### src/rtl/uart_pkg.sv
// Shared UART receive-path constants and entry layout helpers.
// Entry layout is {stop_err, parity_err, data}.
package uart_pkg;

  localparam int DEF_UART_DATA_W = 8;
  localparam int DEF_DEPTH_LOG2  = 4;

  localparam int ENTRY_W          = DEF_UART_DATA_W + 2;
  localparam int ENTRY_PARITY_BIT = DEF_UART_DATA_W;
  localparam int ENTRY_STOP_BIT   = DEF_UART_DATA_W + 1;

  function automatic int entry_parity_bit(int data_w);
    return data_w;
  endfunction

  function automatic int entry_stop_bit(int data_w);
    return data_w + 1;
  endfunction

endpackage

### src/rtl/rx_fifo_mem.sv
// Simple dual-port register array for the Rx FIFO.
// Synchronous write, registered read that holds when not enabled.
module rx_fifo_mem #(
  parameter int W  = 10,
  parameter int AW = 4
) (
  input  logic          clk,
  input  logic          rst,
  input  logic          we,
  input  logic [AW-1:0] waddr,
  input  logic [W-1:0]  wdata,
  input  logic          re,
  input  logic [AW-1:0] raddr,
  output logic [W-1:0]  rdata
);

  logic [W-1:0] mem [2**AW];

  // Storage array; no reset so it maps onto distributed RAM.
  always_ff @(posedge clk) begin
    if (we) mem[waddr] <= wdata;
  end

  // Registered read port; old data is returned on same-address write.
  always_ff @(posedge clk or posedge rst) begin
    if (rst)     rdata <= '0;
    else if (re) rdata <= mem[raddr];
  end

endmodule

### src/rtl/rx_fifo.sv
// Receive buffer between the UART Rx deserialiser and the bus side.
// FIFO or single holding-register mode, overrun, flush, threshold.
module rx_fifo
  import uart_pkg::*;
#(
  parameter int MAX_UART_DATA_W = DEF_UART_DATA_W,
  parameter int DEPTH_LOG2      = DEF_DEPTH_LOG2,
  parameter int ENTRY_W         = MAX_UART_DATA_W + 2
) (
  input  logic                       clk_i,
  input  logic                       rst_i,
  input  logic                       rx_done_i,
  input  logic [MAX_UART_DATA_W-1:0] rx_data_i,
  input  logic                       rx_parity_err_i,
  input  logic                       rx_stop_err_i,
  input  logic                       fifo_en_i,
  input  logic                       flush_i,
  input  logic                       rd_en_i,
  input  logic                       clr_overrun_i,
  input  logic [DEPTH_LOG2-1:0]      thresh_i,
  output logic [MAX_UART_DATA_W-1:0] rd_data_o,
  output logic                       rd_parity_err_o,
  output logic                       rd_stop_err_o,
  output logic                       rd_valid_o,
  output logic                       empty_o,
  output logic                       full_o,
  output logic [DEPTH_LOG2:0]        count_o,
  output logic                       overrun_o,
  output logic                       thresh_o
);

  localparam int CW  = DEPTH_LOG2 + 1;
  localparam int PB  = entry_parity_bit(MAX_UART_DATA_W);
  localparam int SB  = entry_stop_bit(MAX_UART_DATA_W);
  localparam logic [CW-1:0] DEPTH_CNT = CW'(1 << DEPTH_LOG2);
  localparam logic [CW-1:0] ONE_CNT   = CW'(1);

  logic [DEPTH_LOG2-1:0] wr_ptr;
  logic [DEPTH_LOG2-1:0] rd_ptr;
  logic [CW-1:0]         count;
  logic                  fifo_en_q;
  logic                  overrun;
  logic                  rd_valid;

  logic                  flush_evt;
  logic                  full;
  logic                  empty;
  logic                  do_rd;
  logic                  wr_req;
  logic                  drop;
  logic                  inc;
  logic                  mem_we;
  logic [ENTRY_W-1:0]    wr_entry;
  logic [ENTRY_W-1:0]    rd_entry;

  // Decode flush, capacity and the accepted read/write for this cycle.
  always_comb begin
    flush_evt = flush_i | (fifo_en_i != fifo_en_q);
    empty     = (count == '0);
    full      = fifo_en_i ? (count == DEPTH_CNT) : (count != '0);
    do_rd     = rd_en_i & ~empty & ~flush_evt;
    wr_req    = rx_done_i & ~flush_evt;
    drop      = wr_req & full & ~do_rd;
    inc       = wr_req & ~drop;
    mem_we    = fifo_en_i ? inc : wr_req;
    wr_entry  = '0;
    wr_entry[MAX_UART_DATA_W-1:0] = rx_data_i;
    wr_entry[PB] = rx_parity_err_i;
    wr_entry[SB] = rx_stop_err_i;
  end

  // Pointers, fill count, mode tracking and read-valid pulse.
  always_ff @(posedge clk_i or posedge rst_i) begin
    if (rst_i) begin
      wr_ptr    <= '0;
      rd_ptr    <= '0;
      count     <= '0;
      fifo_en_q <= 1'b0;
      rd_valid  <= 1'b0;
    end else begin
      fifo_en_q <= fifo_en_i;
      rd_valid  <= do_rd;
      if (flush_evt) begin
        wr_ptr <= '0;
        rd_ptr <= '0;
        count  <= '0;
      end else begin
        if (fifo_en_i && inc)   wr_ptr <= wr_ptr + 1'b1;
        if (fifo_en_i && do_rd) rd_ptr <= rd_ptr + 1'b1;
        unique case ({inc, do_rd})
          2'b10:   count <= count + ONE_CNT;
          2'b01:   count <= count - ONE_CNT;
          default: count <= count;
        endcase
      end
    end
  end

  // Sticky overrun; a same-cycle drop beats the clear.
  always_ff @(posedge clk_i or posedge rst_i) begin
    if (rst_i)              overrun <= 1'b0;
    else if (drop)          overrun <= 1'b1;
    else if (clr_overrun_i) overrun <= 1'b0;
  end

  rx_fifo_mem #(
    .W  (ENTRY_W),
    .AW (DEPTH_LOG2)
  ) u_mem (
    .clk   (clk_i),
    .rst   (rst_i),
    .we    (mem_we),
    .waddr (wr_ptr),
    .wdata (wr_entry),
    .re    (do_rd),
    .raddr (rd_ptr),
    .rdata (rd_entry)
  );

  // Output mapping and threshold compare.
  always_comb begin
    rd_data_o       = rd_entry[MAX_UART_DATA_W-1:0];
    rd_parity_err_o = rd_entry[PB];
    rd_stop_err_o   = rd_entry[SB];
    rd_valid_o      = rd_valid;
    empty_o         = empty;
    full_o          = full;
    count_o         = count;
    overrun_o       = overrun;
    thresh_o        = (thresh_i != '0) && (count >= {1'b0, thresh_i});
  end

endmodule

### config.mk
export PLATFORM = sky130hd
export DESIGN_NAME = rx_fifo
export DESIGN_NICKNAME = d
export VERILOG_FILES = /design/src/rtl/uart_pkg.sv /design/src/rtl/rx_fifo_mem.sv /design/src/rtl/rx_fifo.sv
export SDC_FILE = /design/constraint.sdc
export NUM_CORES = 1
export LEC_CHECK = 0
export BUFFER_PORTS_ARGS = -buffer_cell sky130_fd_sc_hd__buf_4
export CORE_UTILIZATION = 45
export CTS_CLUSTER_DIAMETER = 60
export DETAILED_ROUTE_END_ITERATION = 8
export GPL_TIMING_DRIVEN = 0
export MAX_ROUTING_LAYER = met4
export SLEW_MARGIN = 20
export SYNTH_ARGS = -nofsm -noshare
export SYNTH_HDL_FRONTEND = slang
export SYNTH_SLANG_ARGS = --single-unit
### constraint.sdc
create_clock -name clk_i -period 3.39 [get_ports clk_i]
set_input_delay 0.678 -clock clk_i [delete_from_list [all_inputs] [get_ports clk_i]]
set_output_delay 0.678 -clock clk_i [all_outputs]
set_load 0.02 [all_outputs]
== Word level (Yosys, flattened, before mapping) ==
Memory sizes are Yosys's and may differ from the RTL's. A register that Yosys moved wholly into a read port is not among the register bits.
Index checks and enable logic that the tools add are counted.
Operators by class
  add/subtract/negate cells: 4
  equality and inequality tests: 4
  mux-type cells: 12
  div/mod/pow operators: 0
  $mul: 0
  $lt $le $gt $ge: 1
  shifts and indexed selects: 0
  reduce and logical (&&, ||, !) cells: 10
  bitwise gates (word level): 11
Operators by type and width (count)
  2-to-1 mux 4 bit: 4
  case mux 5 bit (2 select lines): 1
  adder 4 x 1 -> 4 bit (second input constant): 2
  bitwise AND 1 bit: 6
  2-to-1 mux 1 bit: 6
  nonzero test 2 bit: 3
  adder 5 x 1 -> 5 bit (second input constant): 1
  equality test 5 bit (second input constant): 1
  >= comparator 5 x 4 -> 1 bit: 1
  logical NOT 5 bit: 1
  2-to-1 mux 5 bit: 1
  nonzero test 5 bit: 1
  subtractor 5 x 1 -> 5 bit (second input constant): 1
  inverter 1 bit: 4
  nonzero test 4 bit: 1
  logical AND 1 bit: 3
  nonzero test 3 bit: 1
  equality test 2 x 1 -> 1 bit (second input constant): 1
  equality test 2 bit (second input constant): 1
  != test 1 bit: 1
  OR 1 bit: 1
Storage, ports and cells
  memory bits (read-only): 0
  memories kept: 1
  RAM bits: 160
  bits of input ports: 21
  bits in latches: 0
  register bits: 16
  output and inout port bits: 20
  word-level logic and storage cells: 49
Memories
  u_mem.mem: words 16, width 10, read ports 1, clocked after memory_dff 1, wr ports 1, RTL line rx_fifo_mem.sv:17  | logic [W-1:0] mem [2**AW];

== Depth between registers and ports, before layout ==
Gate-level depths: netlist of the first run.
  depth in word-level cells: 11
  gate-level depth with buffers: 13
  gate-level depth less buffers: 12

== Cells and area by module ==
From an unflattened synthesis of the first run, not the netlist that was laid out.
Second synthesis, totals
  cells, all modules: 403
  area total of the unflattened synthesis: 7751.2 um2
By module, submodules not included
  rx_fifo_mem: cells each 291, area an instance 6698.9 um2, instances 1, seq. area each 5054.8 um2
  rx_fifo: cells each 112, area an instance 1052.3 um2, instances 1, seq. area each 400.4 um2

== Least setup slack after synthesis of the first run ==
Ideal clock, no wire load.
  kind: in2reg
  start: input fifo_en_i
  end: memory u_mem.mem[10][0], enable pin
  arrival time: 2600 ps
  path buffers: 2
  data required time: 2986 ps
  setup time: 404 ps
  stages on the path: 6
  slack: 387 ps
  cells stage by stage: clkbuf_1 > xor2_1 > nor2_4 > o211ai_1 > buf_2 > nor4_1
On the way
  word-level cells in the longest chain between the ends: 11
  elaborated cells on any way between the ends: 14
  classes of those cells: eq/ne: 1; mux: 4; bitwise: 9
Ends and longest elaborated chain
  from (decl): RTL line rx_fifo.sv:16  | input logic fifo_en_i,
  != test 1 bit: RTL line rx_fifo.sv:58  | flush_evt = flush_i | (fifo_en_i != fifo_en_q);
  OR 1 bit: RTL line rx_fifo.sv:58
  inverter 1 bit: RTL line rx_fifo.sv:61, rx_fifo.sv:62
  bitwise AND 1 bit, on equally long branches: RTL line rx_fifo.sv:62, rx_fifo.sv:61
  bitwise AND 1 bit / inverter 1 bit (equally long branches): RTL line rx_fifo.sv:63  | drop = wr_req & full & ~do_rd;
  bitwise AND 1 bit: RTL line rx_fifo.sv:63
  inverter 1 bit: RTL line rx_fifo.sv:64  | inc = wr_req & ~drop;
  bitwise AND 1 bit: RTL line rx_fifo.sv:64
  2-to-1 mux 1 bit *: RTL line rx_fifo.sv:65  | mem_we = fifo_en_i ? inc : wr_req;
  2-to-1 mux 1 bit *: RTL line rx_fifo_mem.sv:21  | if (we) mem[waddr] <= wdata;
  2-to-1 mux 1 bit (not written as such) *: RTL line rx_fifo_mem.sv:21
  to (decl): RTL line rx_fifo_mem.sv:17
Every way passes the cells marked *; elsewhere a longest branch is shown, timed or not.

== Worst setup path in the final report of the first run ==
  start: register count[1] (netlist: count_o[1])
  end: register count[4] (netlist: count_o[4])
On the way
  word-level cells in the longest chain between the ends: 11
  elaborated cells on any way between the ends: 19
  classes of those cells: add/sub: 2; eq/ne: 3; mux: 3; bitwise: 8; reduce/logical: 3
Ends and longest elaborated chain
  from (decl): RTL line rx_fifo.sv:40  | logic [CW-1:0] count;
  from (signal assigned): RTL line rx_fifo.sv:91  | 2'b10: count <= count + ONE_CNT;
  from (signal assigned): RTL line rx_fifo.sv:92  | 2'b01: count <= count - ONE_CNT;
  from (signal assigned): RTL line rx_fifo.sv:93  | default: count <= count;
  logical NOT 5 bit *: RTL line rx_fifo.sv:59  | empty = (count == '0);
  inverter 1 bit *: RTL line rx_fifo.sv:61  | do_rd = rd_en_i & ~empty & ~flush_evt;
  bitwise AND 1 bit * (2 in a row): RTL line rx_fifo.sv:61
  named net do_rd: RTL line rx_fifo.sv:48  | logic do_rd;
  inverter 1 bit: RTL line rx_fifo.sv:63
  bitwise AND 1 bit: RTL line rx_fifo.sv:63
  inverter 1 bit: RTL line rx_fifo.sv:64
  bitwise AND 1 bit: RTL line rx_fifo.sv:64
  equality test 2 x 1 -> 1 bit / equality test 2 bit (equally long branches): RTL line rx_fifo.sv:90  | unique case ({inc, do_rd})
  case mux 5 bit (2 select lines): RTL line rx_fifo.sv:90
  2-to-1 mux 5 bit: RTL line rx_fifo.sv:83  | if (flush_evt) begin
The timed path passes the listed nets; every way through them passes the cells marked *.
A chain may end at the register's enable or synchronous reset.

==> results of run 1 <==
## cells by family after synthesis
| group | count (synthesis) |
|---|---|
| flip-flops | 186 |
| AND/OR/NAND/NOR | 71 |
| multiplexers | 64 |
| buffers and inverters | 40 |
| AO/OA/AOI/OAI | 30 |
| adder cells (fa/ha/maj) | 13 |
| XOR/XNOR | 8 |
## final timing paths
| check | from | endpoint | slack [ns] | depth (start not counted) |
|---|---|---|---|---|
| min in group clk_i | fifo_en_i | fifo_en_q$_DFF_PP0_ | 0.37 | 1 |
| worst min-delay path | rst_i | count_o[2]$_DFFE_PP0P_ | 0.34 | 2 |
| worst min register to register | u_mem.rdata[5]$_DFFE_PP0N_ | u_mem.rdata[5]$_DFFE_PP0N_ | 0.49 | 2 |
| worst max register to register | count_o[1]$_DFFE_PP0P_ | count_o[4]$_DFFE_PP0P_ | 0.31 | 12 |
| worst max-delay path | count_o[1]$_DFFE_PP0P_ | count_o[4]$_DFFE_PP0P_ | 0.31 | 12 |
| max in group asynchronous | rst_i | u_mem.rdata[1]$_DFFE_PP0N_ | 2.61 | 2 |
## worst register-to-register path, stage by stage, from the launching register on
cell	delay [ns]
dfrtp_1	0.47
or4_4	0.58
o21a_4	0.24
nand2_1	0.10
inv_2	0.06
nand2b_1	0.12
inv_1	0.09
ha_1	0.33
nand2b_1	0.06
a21oi_1	0.28
nand4_1	0.17
o311a_1	0.17
o31a_1	0.29
## sequential cells by signal, summed over array words and instances, names as in the netlist
signal / count
rd_valid_o: 1
overrun_o: 1
count_o: 5
rd_ptr: 4
wr_ptr: 4
u_mem.mem: 160
fifo_en_q: 1
u_mem.rdata: 10
## cells in the mapped netlist (2+ instances only)
| library cell | instances |
|---|---|
| a21oi_1 | 7 |
| inv_1 | 17 |
| o221ai_1 | 10 |
| nand4_1 | 2 |
| nor4_1 | 14 |
| xor2_1 | 4 |
| ha_1 | 12 |
| or3_1 | 3 |
| nand3_1 | 10 |
| dfrtp_1 | 26 |
| mux4_2 | 40 |
| and3_1 | 2 |
| nand2_1 | 14 |
| buf_1 | 3 |
| nor2_1 | 15 |
| o21ai_0 | 5 |
| xnor2_1 | 4 |
| buf_2 | 7 |
| mux2i_1 | 23 |
| o31ai_1 | 2 |
| clkbuf_1 | 10 |
| nand2b_1 | 5 |
| edfxtp_1 | 160 |
## through the flow
| stage | total power [mW] | instances |
|---|---|---|
| after floorplan | 2.805 | 412 |
| final | 4.837 | 726 |
| after global placement | 2.970 | 672 |
| after CTS | 4.882 | 726 |
| after detailed placement | 2.984 | 694 |
| after global routing | 5.002 | 726 |
## power by group
part / leakage (nW) / internal [mW] / total, mW / switching (mW)
combinational: 0.980 / 0.146 / 0.347 / 0.202
sequential: 1.79 / 2.54 / 2.58 / 0.0381
clock: 0.280 / 1.07 / 1.91 / 0.841
## per-layer routing
metal / vias up / routed length [um]
li1: 1816 / -
met1: 2088 / 6925
met2: 63 / 7701
met3: 16 / 634
met4: 0 / 196
met5: - / 0
## layout make-up
cell class                      count  area (um2)
Sequential cell                   186        5455
Multi-Input combinational cell    186        2066
Clock inverter                     11       111.4
Fill cell                        1310        7541
Buffer                             22       106.4
Timing Repair Buffer               62       441.7
Clock buffer                       21       460.4
Inverter                           18       67.56
Tap cell                          220       275.3
==> run_results.csv, run 1 <==
group,metric,value,unit
run_status,status,"finished, violations left",
run_status,violations,"DRC",
logic_synthesis,synth_ff_type,"edfxtp_1",
logic_synthesis,synth_edf_count,160,
worst_setup_path,max_stage_delay,0.58,ns
global_routing,grt_pass1_wl,24.17,mm
global_routing,grt-ovfl-total,0,
cts,post_cts_buffers,0,
cts,clock_path_buffers,2,
worst_setup_path,cp-end-kind,"flop",
cts,clock_latency,0.43,ns
timing,fin_crit_sh,0.9079,
worst_setup_path,worstPathCellList,"or4_4 > o21a_4 > nand2_1 > inv_2 > nand2b_1 > inv_1 > ha_1 > nand2b_1 > a21oi_1 > nand4_1 > o311a_1 > o31a_1",
timing,setup-tns-final,0,ns
logic_synthesis,synth.avg_cell_area,18.48,um2
place,dp.final_hpwl,10.78,mm
worst_setup_path,path_delay_family,"simple AND/OR/NAND/NOR gates",
logic_synthesis,synth_cell_types,40,
logic_synthesis,muxShareOfSynthArea,0.1515,
global_routing,grt_pass1_vias,4144,
layout,antenna_cells,0,
worst_setup_path,cp_common_cell,"nand2b_1",
cts,cts.sinks,186,
detailed_routing,vias_per_cell,5.486,
logic_synthesis,synthAdderAreaFrac,0.02235,
power_and_ir_drop,pwr_density_cell,538.4,mW/mm2
logic_synthesis,synth_xor_area_frac,0.009204,
power_and_ir_drop,leakage,3.048,nW
cts,clk_pin_slew_worst_paths,0.06,ns
worst_setup_path,slowest_stage,"or4_4",
layout,postLayoutCoreUtil,0.5437,
timing,fmax,324.9,MHz
logic_synthesis,yosysWarningCount,0,
die,num_rows,47,
cts,cts-root-buf,"clkbuf_16",
layout,layout_common_cells,"edfxtp_1, buf_4, mux4_2",
place,pre_cts_slack,-0.1534,ns
global_routing,use_met2,0.3110,
global_routing,antenna_found_initial,0,
detailed_routing,wire_per_inst,21.29,um
die,start_util,0.4607,
timing,hold_viol_final,0,
global_routing,met1_usage,0.2658,
layout,areaGrowthSynthToFinish,18.01,%
place,postPlaceCellArea,0.008404,mm2
worst_setup_path,path_class,"reg2reg",
layout,nets,527,
global_routing,grt_max_degree,27,
cts,cts_tree,"yes",
detailed_routing,wl,15.46,mm
logic_synthesis,synthesis.nets,446,
layout,fin_area,0.008984,mm2
cts,cts_max_level,4,
logic_synthesis,synthSimpleGateAreaFrac,0.04865,
power_and_ir_drop,ir_drop,0.0003837,V
timing,fin_crit,3.078,ns
place,numPortBuffers,40,
timing,whs,0.3360,ns
logic_synthesis,yosysTopAreaCell,"edfxtp_1",
logic_synthesis,synth_top_family_by_area,"multiplexers",
detailed_routing,num_vias,3983,
die,core,0.01652,mm2
die,dieArea,0.01744,mm2
worst_setup_path,crit_required,3.70,ns
global_routing,grt_busiest_layer,"met2",
timing,slew_headroom,0.2884,
detailed_routing,drc,2,
logic_synthesis,synthesis.area,0.007612,mm2
logic_synthesis,synth_compound_area_frac,0.02876,
logic_synthesis,synthArstFlopShare,0.1398,
cts,cts_buffers,17,
cts,postCtsResizedCells,0,
place,place.gp.congestion,0.7571,
die,dieWidth,132.1,um
timing,rsz0062_at_grt,"false",
logic_synthesis,syn_inst,412,
timing,skew,0.007004,ns
global_routing,met3_usage,0.04114,
timing,worstMarginPinSlew,1.063,ns
worst_setup_path,critPathBufInv,2,
logic_synthesis,ys_seq_area_frac,0.7166,
die,die_h,132.1,um
detailed_routing,drt_pre_antenna_iters,6,
worst_hold_path,hold_path_class,"in2async",
timing,finalWorstSetupSlack,0.3122,ns
layout,drive_above_1_share,0.3261,
timing,slew_viol_final,0,
global_routing,grt_usage,0.1999,
detailed_routing,drtIter0Drc,287,
logic_synthesis,synthDominantCellAreaShare,0.6312,
detailed_routing,ant_nets,0,
worst_setup_path,cp.arrival,3.39,ns
cts,cts_hold_buf,0,
layout,layout_commonest_cell,"edfxtp_1",
die,ios,41,
logic_synthesis,synth_area_leaders,"edfxtp_1, mux4_2, dfrtp_1, mux2i_1, ha_1",
logic_synthesis,ys_ff_latch,186,
worst_setup_path,path_max_fanout,7,
worst_setup_path,cp-start-kind,"flop",
timing,setup_viol_count_final,0,
run,max_cap_viol_count,0,
Note: power is estimated with default switching activity, not from simulation.
==> run 2: changes to the inputs <==
--- a/config.mk
+++ b/config.mk
@@ -11,6 +11,7 @@
 export DETAILED_ROUTE_END_ITERATION = 8
 export GPL_TIMING_DRIVEN = 0
 export MAX_ROUTING_LAYER = met4
+export RECOVER_POWER = 25
 export SLEW_MARGIN = 20
 export SYNTH_ARGS = -nofsm -noshare
 export SYNTH_HDL_FRONTEND = slang
==> run_results.csv, run 2 (same netlist as run 1, synthesis figures left out) <==
group,metric,value,unit
power_and_ir_drop,pwr_density_cell,539.8,mW/mm2
cts,cts_max_level,4,
die,dieWidth,132.1,um
cts,cts_tree,"yes",
layout,antenna_cells,0,
worst_hold_path,hold_path_class,"in2async",
global_routing,grt_usage,0.1999,
timing,setup-tns-final,0,ns
layout,max_flop_register,"u_mem.mem",
detailed_routing,ant_nets,0,
run_status,violations,"DRC",
timing,fmax,324.8,MHz
layout,nets,527,
cts,clock_path_buffers,2,
cts,cts_hold_buf,0,
die,start_util,0.4607,
layout,largest_reg_flops,160,
detailed_routing,drc,2,
detailed_routing,drt_pre_antenna_iters,6,
worst_setup_path,crit_required,3.70,ns
place,pre_cts_slack,-0.1534,ns
worst_setup_path,slowest_stage,"or4_4",
timing,fin_crit_sh,0.9082,
timing,whs,0.3360,ns
place,numPortBuffers,40,
layout,drive_above_1_share,0.3103,
cts,postCtsResizedCells,0,
worst_setup_path,cp.arrival,3.39,ns
worst_setup_path,path_class,"reg2reg",
place,place.gp.congestion,0.7571,
power_and_ir_drop,finalPower,4.833,mW
die,ios,41,
global_routing,grt-ovfl-total,0,
die,die_h,132.1,um
cts,cts-root-buf,"clkbuf_16",
detailed_routing,vias_per_cell,5.492,
timing,hold_viol_final,0,
detailed_routing,drtIter0Drc,285,
timing,rsz0062_at_grt,"false",
detailed_routing,wl,15.45,mm
timing,fin_crit,3.079,ns
die,dieArea,0.01744,mm2
global_routing,antenna_found_initial,0,
detailed_routing,wire_per_inst,21.29,um
cts,cts_buffers,17,
timing,worstMarginPinSlew,1.064,ns
global_routing,grt_max_degree,27,
global_routing,grt_pass1_vias,4144,
cts,clock_latency,0.43,ns
timing,slew_viol_final,0,
detailed_routing,num_vias,3987,
place,dpl.cell_count,694,
layout,layout_common_cells,"edfxtp_1, mux4_2, buf_4",
layout,layout_commonest_cell,"edfxtp_1",
timing,slew_headroom,0.2882,
worst_setup_path,cp-start-kind,"flop",
layout,final_cells,726,
worst_setup_path,max_stage_delay,0.58,ns
die,core,0.01652,mm2
timing,skew,0.007001,ns
timing,setup_viol_count_final,0,
power_and_ir_drop,ir_drop,0.0003837,V
worst_setup_path,worstPathCellList,"or4_4 > o21a_4 > nand2_1 > inv_2 > nand2b_1 > inv_1 > ha_1 > nand2b_1 > a21oi_1 > nand4_1 > o311a_1 > o31a_1",
cts,cts.sinks,186,
run,max_cap_viol_count,0,
die,num_rows,47,
place,dp.final_hpwl,10.78,mm
power_and_ir_drop,leakage,3.019,nW
layout,areaGrowthSynthToFinish,17.62,%
cts,clk_pin_slew_worst_paths,0.06,ns
cts,post_cts_buffers,0,
worst_setup_path,cp_common_cell,"nand2b_1",
worst_setup_path,cp-end-kind,"flop",
worst_setup_path,path_max_fanout,7,
global_routing,grt_pass1_wl,24.17,mm
run_status,status,"finished, violations left",
timing,finalWorstSetupSlack,0.3113,ns
## run 2: layer usage
layer	track usage	up-vias	routed length [um]
li1	-	1815	-
met1	0.2658	2089	6958
met2	0.3110	65	7661
met3	0.04114	18	633
met4	0.06331	0	201
met5	-	-	0
## run 2: report_power, final
group | switching (mW) | leakage (nW) | internal, mW
Sequential | 0.0381 | 1.79 | 2.54
Clock | 0.841 | 0.280 | 1.07
Combinational | 0.202 | 0.951 | 0.141
## run 2: worst paths after layout
kind	from	endpoint	slack [ns]	cells past startpoint
worst max register to register	count_o[1]$_DFFE_PP0P_	count_o[4]$_DFFE_PP0P_	0.31	12
worst min register to register	u_mem.rdata[5]$_DFFE_PP0N_	u_mem.rdata[5]$_DFFE_PP0N_	0.49	2
worst max-delay path	count_o[1]$_DFFE_PP0P_	count_o[4]$_DFFE_PP0P_	0.31	12
min in group clk_i	fifo_en_i	fifo_en_q$_DFF_PP0_	0.39	1
worst min-delay path	rst_i	count_o[2]$_DFFE_PP0P_	0.34	2
max in group asynchronous	rst_i	u_mem.rdata[1]$_DFFE_PP0N_	2.61	2
## run 2: cell type report
cell class | instances | area, um2
multi-input combinational | 186 | 2066
clock inverter | 11 | 111.4
timing repair buffer | 62 | 411.6
tap | 220 | 275.3
fill | 1316 | 7571
inverter | 18 | 67.56
clock buffer | 21 | 460.4
buffer | 22 | 106.4
sequential | 186 | 5455
## run 2: per-stage QoR
stage,cell area [um2],util
finish,8954,0.5418
CTS,8976,0.5432
global placement,8188,0.4955
detailed placement,8404,0.5086
floorplan,7612,-
global route,8954,0.5418
## run 2: worst max-delay path, delay by kind of cell (launching register included)
family / cells / cell delay [ns]
compound gates: 4 / 0.98
buf+inv: 2 / 0.15
simple gates: 5 / 1.03
fa+ha+maj: 1 / 0.33
flops: 1 / 0.47
